==> src/rtl/cmd_reader_if.sv <==
// Handshake bundle between the UART receiver / control FSM and the command reader.
// The master side drives received bytes and acknowledges; the slave side reports results.
interface cmd_reader_if;
    logic [7:0] rx_data;
    logic       rx_done;
    logic       cmd_ack;
    logic       cmd_valid;
    logic       cmd_err;
    logic [1:0] cmd_id;
    logic [1:0] reader_state;

    modport master (
        output rx_data, rx_done, cmd_ack,
        input  cmd_valid, cmd_err, cmd_id, reader_state
    );

    modport slave (
        input  rx_data, rx_done, cmd_ack,
        output cmd_valid, cmd_err, cmd_id, reader_state
    );
endinterface

==> src/rtl/cmd_reader.sv <==
// Console command reader: buffers a line with letter folding, matches it against
// a fixed four-entry command table and holds the result until acknowledged.
module cmd_reader #(
    parameter int MAX_LEN = 16
) (
    input  logic         clk,
    input  logic         rst_n,
    cmd_reader_if.slave  bus
);
    localparam int LW = $clog2(MAX_LEN + 1);
    localparam int IW = $clog2(MAX_LEN);

    localparam logic [1:0] ST_RECEIVE = 2'd0;
    localparam logic [1:0] ST_DROP    = 2'd1;
    localparam logic [1:0] ST_MATCH   = 2'd2;
    localparam logic [1:0] ST_REPORT  = 2'd3;

    localparam logic [LW-1:0] LEN_FULL = LW'(MAX_LEN);

    logic [1:0]    state_q, state_d;
    logic [LW-1:0] len_q, len_d;
    logic [LW-1:0] idx_q, idx_d;
    logic [1:0]    cand_q, cand_d;
    logic          cmd_valid_q, cmd_valid_d;
    logic          cmd_err_q, cmd_err_d;
    logic [1:0]    cmd_id_q, cmd_id_d;

    logic [7:0]    line_buf_q [MAX_LEN];
    logic          wr_en_s;
    logic [7:0]    wr_byte_s;

    logic          is_term_s;
    logic          is_bs_s;
    logic          is_upper_s;
    logic [7:0]    cur_char_s;
    logic          len_eq_s;
    logic          char_eq_s;
    logic          last_s;

    // Length of each table entry.
    function automatic logic [LW-1:0] table_len(input logic [1:0] c);
        logic [LW-1:0] l;
        case (c)
            2'd0:    l = LW'(3'd4);
            2'd1:    l = LW'(3'd6);
            2'd2:    l = LW'(3'd7);
            2'd3:    l = LW'(3'd5);
            default: l = LW'(3'd0);
        endcase
        return l;
    endfunction

    // Character i of table entry c, left-aligned in a 7-byte row.
    function automatic logic [7:0] table_char(input logic [1:0] c, input logic [2:0] i);
        logic [55:0] row;
        logic [7:0]  ch;
        case (c)
            2'd0:    row = {"help", 24'h000000};
            2'd1:    row = {"led on", 8'h00};
            2'd2:    row = "led off";
            2'd3:    row = {"reset", 16'h0000};
            default: row = 56'h0;
        endcase
        case (i)
            3'd0:    ch = row[55:48];
            3'd1:    ch = row[47:40];
            3'd2:    ch = row[39:32];
            3'd3:    ch = row[31:24];
            3'd4:    ch = row[23:16];
            3'd5:    ch = row[15:8];
            3'd6:    ch = row[7:0];
            default: ch = 8'h00;
        endcase
        return ch;
    endfunction

    assign is_term_s  = (bus.rx_data == 8'h0D) || (bus.rx_data == 8'h0A);
    assign is_bs_s    = (bus.rx_data == 8'h08) || (bus.rx_data == 8'h7F);
    assign is_upper_s = (bus.rx_data >= 8'h41) && (bus.rx_data <= 8'h5A);
    assign cur_char_s = line_buf_q[idx_q[IW-1:0]];
    assign len_eq_s   = (table_len(cand_q) == len_q);
    assign char_eq_s  = (cur_char_s == table_char(cand_q, idx_q[2:0]));
    assign last_s     = (idx_q == (len_q - LW'(1'b1)));

    // Next-state, buffer write and result computation.
    always_comb begin
        state_d     = state_q;
        len_d       = len_q;
        idx_d       = idx_q;
        cand_d      = cand_q;
        cmd_valid_d = cmd_valid_q;
        cmd_err_d   = cmd_err_q;
        cmd_id_d    = cmd_id_q;
        wr_en_s     = 1'b0;
        wr_byte_s   = is_upper_s ? (bus.rx_data + 8'h20) : bus.rx_data;

        case (state_q)
            ST_RECEIVE: begin
                if (!bus.rx_done) begin
                    state_d = ST_RECEIVE;
                end else if (is_term_s) begin
                    // An empty line is ignored so CRLF produces a single result.
                    if (len_q != {LW{1'b0}}) begin
                        state_d = ST_MATCH;
                        cand_d  = 2'd0;
                        idx_d   = {LW{1'b0}};
                    end else begin
                        state_d = ST_RECEIVE;
                    end
                end else if (is_bs_s) begin
                    if (len_q != {LW{1'b0}}) begin
                        len_d = len_q - LW'(1'b1);
                    end else begin
                        len_d = len_q;
                    end
                end else if (len_q == LEN_FULL) begin
                    state_d = ST_DROP;
                end else begin
                    wr_en_s = 1'b1;
                    len_d   = len_q + LW'(1'b1);
                end
            end
            ST_DROP: begin
                if (bus.rx_done && is_term_s) begin
                    state_d     = ST_REPORT;
                    cmd_valid_d = 1'b1;
                    cmd_err_d   = 1'b1;
                    cmd_id_d    = 2'd0;
                end else begin
                    state_d = ST_DROP;
                end
            end
            ST_MATCH: begin
                if (len_eq_s && char_eq_s && last_s) begin
                    state_d     = ST_REPORT;
                    cmd_valid_d = 1'b1;
                    cmd_err_d   = 1'b0;
                    cmd_id_d    = cand_q;
                end else if (len_eq_s && char_eq_s) begin
                    idx_d = idx_q + LW'(1'b1);
                end else if (cand_q == 2'd3) begin
                    state_d     = ST_REPORT;
                    cmd_valid_d = 1'b1;
                    cmd_err_d   = 1'b1;
                    cmd_id_d    = 2'd0;
                end else begin
                    cand_d = cand_q + 2'd1;
                    idx_d  = {LW{1'b0}};
                end
            end
            ST_REPORT: begin
                // A byte arriving on the ack edge is lost along with the rest.
                if (bus.cmd_ack) begin
                    state_d     = ST_RECEIVE;
                    cmd_valid_d = 1'b0;
                    cmd_err_d   = 1'b0;
                    cmd_id_d    = 2'd0;
                    len_d       = {LW{1'b0}};
                end else begin
                    state_d = ST_REPORT;
                end
            end
            default: begin
                state_d = ST_RECEIVE;
            end
        endcase
    end

    // Control and result registers.
    always_ff @(posedge clk or negedge rst_n) begin
        if (!rst_n) begin
            state_q     <= ST_RECEIVE;
            len_q       <= {LW{1'b0}};
            idx_q       <= {LW{1'b0}};
            cand_q      <= 2'd0;
            cmd_valid_q <= 1'b0;
            cmd_err_q   <= 1'b0;
            cmd_id_q    <= 2'd0;
        end else begin
            state_q     <= state_d;
            len_q       <= len_d;
            idx_q       <= idx_d;
            cand_q      <= cand_d;
            cmd_valid_q <= cmd_valid_d;
            cmd_err_q   <= cmd_err_d;
            cmd_id_q    <= cmd_id_d;
        end
    end

    // Line buffer storage; contents are meaningless beyond len_q.
    always_ff @(posedge clk) begin
        if (wr_en_s) begin
            line_buf_q[len_q[IW-1:0]] <= wr_byte_s;
        end
    end

    assign bus.cmd_valid    = cmd_valid_q;
    assign bus.cmd_err      = cmd_err_q;
    assign bus.cmd_id       = cmd_id_q;
    assign bus.reader_state = state_q;
endmodule

==> src/flat_wrapper.sv <==
// flat-port wrapper written by rule: the top's interface ports become plain ports
module cmd_reader_flat 
#(
    parameter int MAX_LEN = 16
)
  (clk, rst_n, bus_rx_data, bus_rx_done, bus_cmd_ack, bus_cmd_valid, bus_cmd_err, bus_cmd_id, bus_reader_state);
  cmd_reader_if bus_i ();
  input  logic clk;
  input  logic rst_n;
  input wire logic [$bits(bus_i.rx_data)-1:0] bus_rx_data;
  input wire logic [$bits(bus_i.rx_done)-1:0] bus_rx_done;
  input wire logic [$bits(bus_i.cmd_ack)-1:0] bus_cmd_ack;
  output wire logic [$bits(bus_i.cmd_valid)-1:0] bus_cmd_valid;
  output wire logic [$bits(bus_i.cmd_err)-1:0] bus_cmd_err;
  output wire logic [$bits(bus_i.cmd_id)-1:0] bus_cmd_id;
  output wire logic [$bits(bus_i.reader_state)-1:0] bus_reader_state;
  assign bus_i.rx_data = bus_rx_data;
  assign bus_i.rx_done = bus_rx_done;
  assign bus_i.cmd_ack = bus_cmd_ack;
  assign bus_cmd_valid = bus_i.cmd_valid;
  assign bus_cmd_err = bus_i.cmd_err;
  assign bus_cmd_id = bus_i.cmd_id;
  assign bus_reader_state = bus_i.reader_state;
  cmd_reader #(.MAX_LEN(MAX_LEN)) u_core (.clk(clk), .rst_n(rst_n), .bus(bus_i));
endmodule
==> config.mk <==
export PLATFORM = sky130hd
export DESIGN_NAME = cmd_reader_flat
export DESIGN_NICKNAME = d
export VERILOG_FILES = /design/src/rtl/cmd_reader_if.sv /design/src/rtl/cmd_reader.sv /design/src/flat_wrapper.sv
export SDC_FILE = /design/constraint.sdc
export NUM_CORES = 1
export LEC_CHECK = 0
export CAP_MARGIN = 20
export CELL_PAD_IN_SITES_DETAIL_PLACEMENT = 0
export CELL_PAD_IN_SITES_GLOBAL_PLACEMENT = 2
export CORE_MARGIN = 3
export CORE_UTILIZATION = 49
export CTS_CLUSTER_DIAMETER = 100
export DETAILED_ROUTE_END_ITERATION = 12
export PLACE_DENSITY_LB_ADDON = 0.1
export SETUP_SLACK_MARGIN = 0.15
export SLEW_MARGIN = 20
export SYNTH_ARGS = -nofsm -noshare
export SYNTH_HDL_FRONTEND = slang
export SYNTH_SLANG_ARGS = --single-unit
export TNS_END_PERCENT = 20
==> constraint.sdc <==
create_clock -name clk -period 10.3 [get_ports clk]
set_input_delay 3.09 -clock clk [delete_from_list [all_inputs] [get_ports clk]]
set_output_delay 3.09 -clock clk [all_outputs]
set_load 0.05 [all_outputs]
* Word-level counts from Yosys, hierarchy flattened
Memory sizes are Yosys's and may differ from the RTL's. Cells that the tools add are included.
Word-level totals: memory bits (writable) 128, word-level logic and storage cells 126, output and inout port bits 6, register bits 18, input port bits 12, memories kept 1
Cells by class: eq/ne operators 36, multiplexer cells 57, $add $sub $neg 5, reduce and logical (&&, ||, !) cells 18, magnitude comparators 2
Memories:
- u_core.line_buf_q | words 16, bits a word 8, read ports 1, clocked after memory_dff 0, wr ports 1, line cmd_reader.sv:28 | logic [7:0] line_buf_q [MAX_LEN];
Operator list (count):
- one-hot mux 56 bit (4 select lines) | 1
- two-way mux 5 bit | 12
- one-hot mux 8 bit (7 select lines) | 1
- two-way mux 2 bit | 21
- == test 8 x 4 -> 1 bit (second input constant) | 3
- one-hot mux 5 bit (2 select lines) | 2
- one-hot mux 5 bit (4 select lines) | 1
- two-way mux 1 bit | 13
- != test 2 bit (second input constant) | 6
- AND reduction 6 bit | 2
- adder 5 x 1 -> 5 bit (second input constant) | 2
- == test 5 bit | 2
- == test 3 bit (second input constant) | 3
- adder 8 x 6 -> 8 bit (second input constant) | 1
- == test 2 bit (second input constant) | 4
- == test 8 x 7 -> 1 bit (second input constant) | 1
- == test 8 bit | 1
- greater-or-equal comparator 8 x 7 -> 1 bit (second input constant) | 1
- <= comparator 8 x 7 -> 1 bit (second input constant) | 1
- two-way mux 8 bit | 1
- one-hot mux 2 bit (4 select lines) | 1
- AND reduction 7 bit | 1
- == test 3 x 2 -> 1 bit (second input constant) | 2
- != test 2 x 1 -> 1 bit (second input constant) | 3
- other kinds (22) | 32

* Longest topological paths before layout
word-level depth 8, gate-level depth with buffers 15, mapped depth without buffers 11

* Least setup slack after synthesis
OpenSTA, ideal clock, no wires.
path kind input to register, from input bus_rx_data[0], to register u_core.idx_q[3], path slack 4.938 ns, data arrival time 5.284 ns, library setup time 0.078 ns, buffers on the path 0, stages on the path 9, path through or3b_2 a2111oi_0 and2_1 nand3_1 a21boi_0 a41oi_1 o211ai_4 or3_1 a21boi_1
Between the ends: word-level cells in the longest chain between the ends 4, elaborated cells between the ends (all ways) 5
RTL lines:
- from (decl) | line flat_wrapper.sv:10 | input wire logic [$bits(bus_i.rx_data)-1:0] bus_rx_data;
- == test 8 x 4 -> 1 bit | line cmd_reader.sv:77 | assign is_term_s = (bus.rx_data == 8'h0D) || (bus.rx_data == 8'h0A);
- logical OR 1 bit * | line cmd_reader.sv:77
- != test 2 x 1 -> 1 bit (no line) *
- AND reduction 6 bit (no line) *
- to (signal assigned) | line cmd_reader.sv:174 | idx_q <= {LW{1'b0}};
- to (signal assigned) | line cmd_reader.sv:182 | idx_q <= idx_d;
- to (decl) | line cmd_reader.sv:22 | logic [LW-1:0] idx_q, idx_d;
Mark *: on every way between the ends. The rest lies on a longest branch, timed or not. A chain may end at the register's enable or synchronous reset.

* Worst setup path in the final report
from input bus_rx_data[1], to register u_core.idx_q[3]
The elaborated chain is that of the path after synthesis.

==> flow_summary.yaml <==
floorplan:
  dieArea_sq_mm: 0.0157
  fp.dieW_microns: 125
  num_rows: 42
  dieHeight_microns: 125
  top_level_ports: 18
  design.core.area_sq_mm: 0.0136
  effective_utilization_at_floorplan: 0.514
worst_setup_path:
  type_of_the_worst_setup_path: "in -> reg"
  worstPathRequired_ns: 10.65
  rr_worst_depth: 12
  cp_max_fo: 21
  regToRegStartpoint: "u_core.idx_q[0]"
  cp.arrival_ns: 6.74
  critPathLaunchType: "input pin"
  end_kind: "register"
  peak_per_stage_delay_on_the_critical_path_ns: 0.88
  cell_with_the_biggest_individual_delay_on_the_critical_path: "clkdlybuf4s50_1"
  timing.critical_path.from: "bus_rx_data[1]"
  crit_path_cell_trace: "clkdlybuf4s50_1, or3b_2, a2111oi_0, and2_1, nand3_1, a21boi_0, a41oi_1, o211ai_4, or3_1, a21boi_1"
clock_network:
  htree_levels: 4
  cts.path.max_buffers: 2
  worstSkewPairLatency_ns: 0.42
  postCtsSetupBuffers: 0
  worst_setup_hold_path_clk_slew_ns: 0.06
  ctsResizeCount: 0
  cts-buffers-inserted: 17
  cts_root_buffer: "clkbuf_16"
  cts_tree: "done"
  numClockSinks: 146
  cts_hold_buf: 0
place:
  placed_cells: 635
  gp_routability_congestion: 0.753
  place_hpwl_microns: 10100
  portBuffers: 17
  dpl_worst_slack_ns: 3.39
detailed_routing:
  routedLengthMet1_microns: 7420
  drt_pass1_iterations: 5
  drc_errors: 0
  drt-initial-drc-count: 444
  detailroute.wirelength.met2_microns: 7190
  route.antenna.remaining_nets: 0
  wl_met3_microns: 823
  postRouteWirelength_microns: 15600
  maxUsedRoutingLayer: "met4"
  routedWlPerCell_microns: 23.4
  num_vias: 4042
  via_per_inst: 6.06
timing:
  max_freq_ghz: 0.156
  slew_headroom: 0.412
  worstMarginPinSlew_ns: 0.879
  hold_viol_final: 0
  finalClockSkew_ns: 0.00676
  setup_ws_ns: 3.91
  setup_viol: 0
  final.setup.tns_ns: 0
  final.period_utilization: 0.620
  unrepaired_setup_endpoints_after_global_routing: "no"
  finalMaxSlewViolations: 0
  layout_min_cycle_time_ns: 6.39
global_routing:
  grt_pass1_wl_microns: 24300
  initial_antenna_violation_count: 0
  grt.overflow.total: 0
  globalRouteTotalUtil: 0.209
  vias_in_the_first_global_route: 4059
  grt_start_max_net_pins: 37
synthesis:
  synth_edf_count: 128
  post_synth_instance_area_sq_mm: 0.00697
  synth_commonest_cells: "edfxtp_1, nand2_1, mux4_2, ha_1"
  synth.yosys.seq_area_share: 0.616
  synthesis.area_per_instance_sq_um: 15.2
  synth_most_common_cell: "edfxtp_1"
  yosys_most_used_dff: "edfxtp_1"
  synthTopCellsByArea: "edfxtp_1, mux4_2, dfrtp_1, ha_1, mux4_1"
  synthesis.instances: 459
  ys_warn_count: 0
  synth_async_sr_flop_share: 0.123
  netlist.top_cell.by_area: "edfxtp_1"
  synth_top_area_frac: 0.552
  synth_nets: 491
  synth_seq_cells: 146
  yosys.cell_types.count: 69
outcome:
  status: "complete, no violations"
cells_and_area:
  regArea_sq_mm: 0.00430
  design.final.nets: 510
  fraction_of_final_layout_cells_with_drive_strength_greater_than_1: 0.147
  utilization_of_the_core_after_routing: 0.577
  area_delta_synth_final_pct: 12.4
  multi_input_comb_area_sq_mm: 0.00249
  num_antenna_cells: 0
  layout.filler_cells: 1078
  final-instance-count-excl-fill: 667
power_and_ir_drop:
  power-per-cell-area_mw_per_mm2: 212
  total_leakage_power_nw: 2.64
  max-vdd-ir-drop_mv: 0.119
hold_path:
  hp-start: "u_core.bus.cmd_err"
  worstHoldPathType: "reg -> reg"
  timing.hold.worst_path_depth: 1
flow_run:
  cap_violations: 0
-- flip-flops by register name, summed over array words and instances (netlist names) --
name                     cells
u_core.bus.cmd_id            2
u_core.bus.cmd_valid         1
u_core.line_buf_q          128
u_core.bus.cmd_err           1
u_core.cand_q                2
u_core.bus.reader_state      2
u_core.len_q                 5
u_core.idx_q                 5
-- critical path: cells and delay by family --
| kind | cells | cell delay [ns] |
|---|---|---|
| AOI/OAI and AO/OA | 5 | 1.56 |
| buffers and inverters | 1 | 0.88 |
| and+or+nand+nor | 4 | 1.20 |
-- layout make-up --
class                   count  area share
flip-flops and latches    146       0.549
multi-input cells         277       0.318
well taps                 176      0.0281
repair buffers             20      0.0246
clock inverters            12      0.0166
clock buffers              20      0.0558
inverters                  16     0.00767
-- layer usage --
layer,vias up,GRT usage
met2,102,0.306
met1,2073,0.312
met4,0,0.0727
li1,1852,-
met3,15,0.0465
met5,-,0
-- worst paths after layout --
kind | endpoint | slack [ns]
worst max-delay path | u_core.idx_q[3] | 3.91
worst min-delay path | u_core.bus.cmd_err | 0.50
worst max register to register | u_core.bus.reader_state[1] | 6.28
worst min register to register | u_core.bus.cmd_err | 0.50
max in group asynchronous | u_core.idx_q[0] | 6.54
min in group asynchronous | u_core.cand_q[1] | 3.17
-- cells by family after synthesis --
logic type	share of synthesized area
AOI/OAI and AO/OA	0.0911
adders and majority gates	0.0359
and+or+nand+nor	0.0882
muxes	0.126
DFF	0.616
buffers and inverters	0.0264
xor gates and xnor gates	0.0163
-- placed cells by master (no fill, tap or decap), types with 3 or more instances in the layout --
cell type        instances
nand3_1                  7
clkbuf_1                 3
xor2_1                   7
a21oi_1                 15
clkdlybuf4s50_1         17
ha_1                    20
or3_1                    4
mux2i_1                  8
buf_4                    3
nand2b_1                 6
nand2_1                 31
nor2_1                  14
o21ai_0                 16
nor2b_1                  7
inv_1                   16
clkbuf_16               17
clkinv_2                 3
a22oi_1                  9
and2_1                  18
a22o_1                   5
xnor2_1                  6
a211oi_1                 6
and3_1                   4
dfrtp_1                 17
mux4_2                  25
inv_6                    3
mux4_1                   7
edfxtp_1               128
nor3_1                   9
-- where the power goes --
group	internal (W)	total [W]	switching, W
Combinational	0.000122	0.000324	0.000202
Sequential	0.000693	0.000734	0.0000412
Clock	0.000357	0.000598	0.000241
Total	0.00117	0.00166	0.000484
-- metrics by stage --
stage / area (sq um) / hold slack [ns] / total power, W
6_report: 7830 / 0.496 / 0.00166
5_1_grt: 7830 / 0.522 / 0.00173
4_1_cts: 7820 / 0.499 / 0.00166
3_5_place_dp: 7260 / 0.482 / 0.00107
3_3_place_gp: 7260 / 0.476 / 0.00107
2_1_floorplan: 6970 / 0.523 / 0.000969
Note: power is estimated with default switching activity, not from simulation.
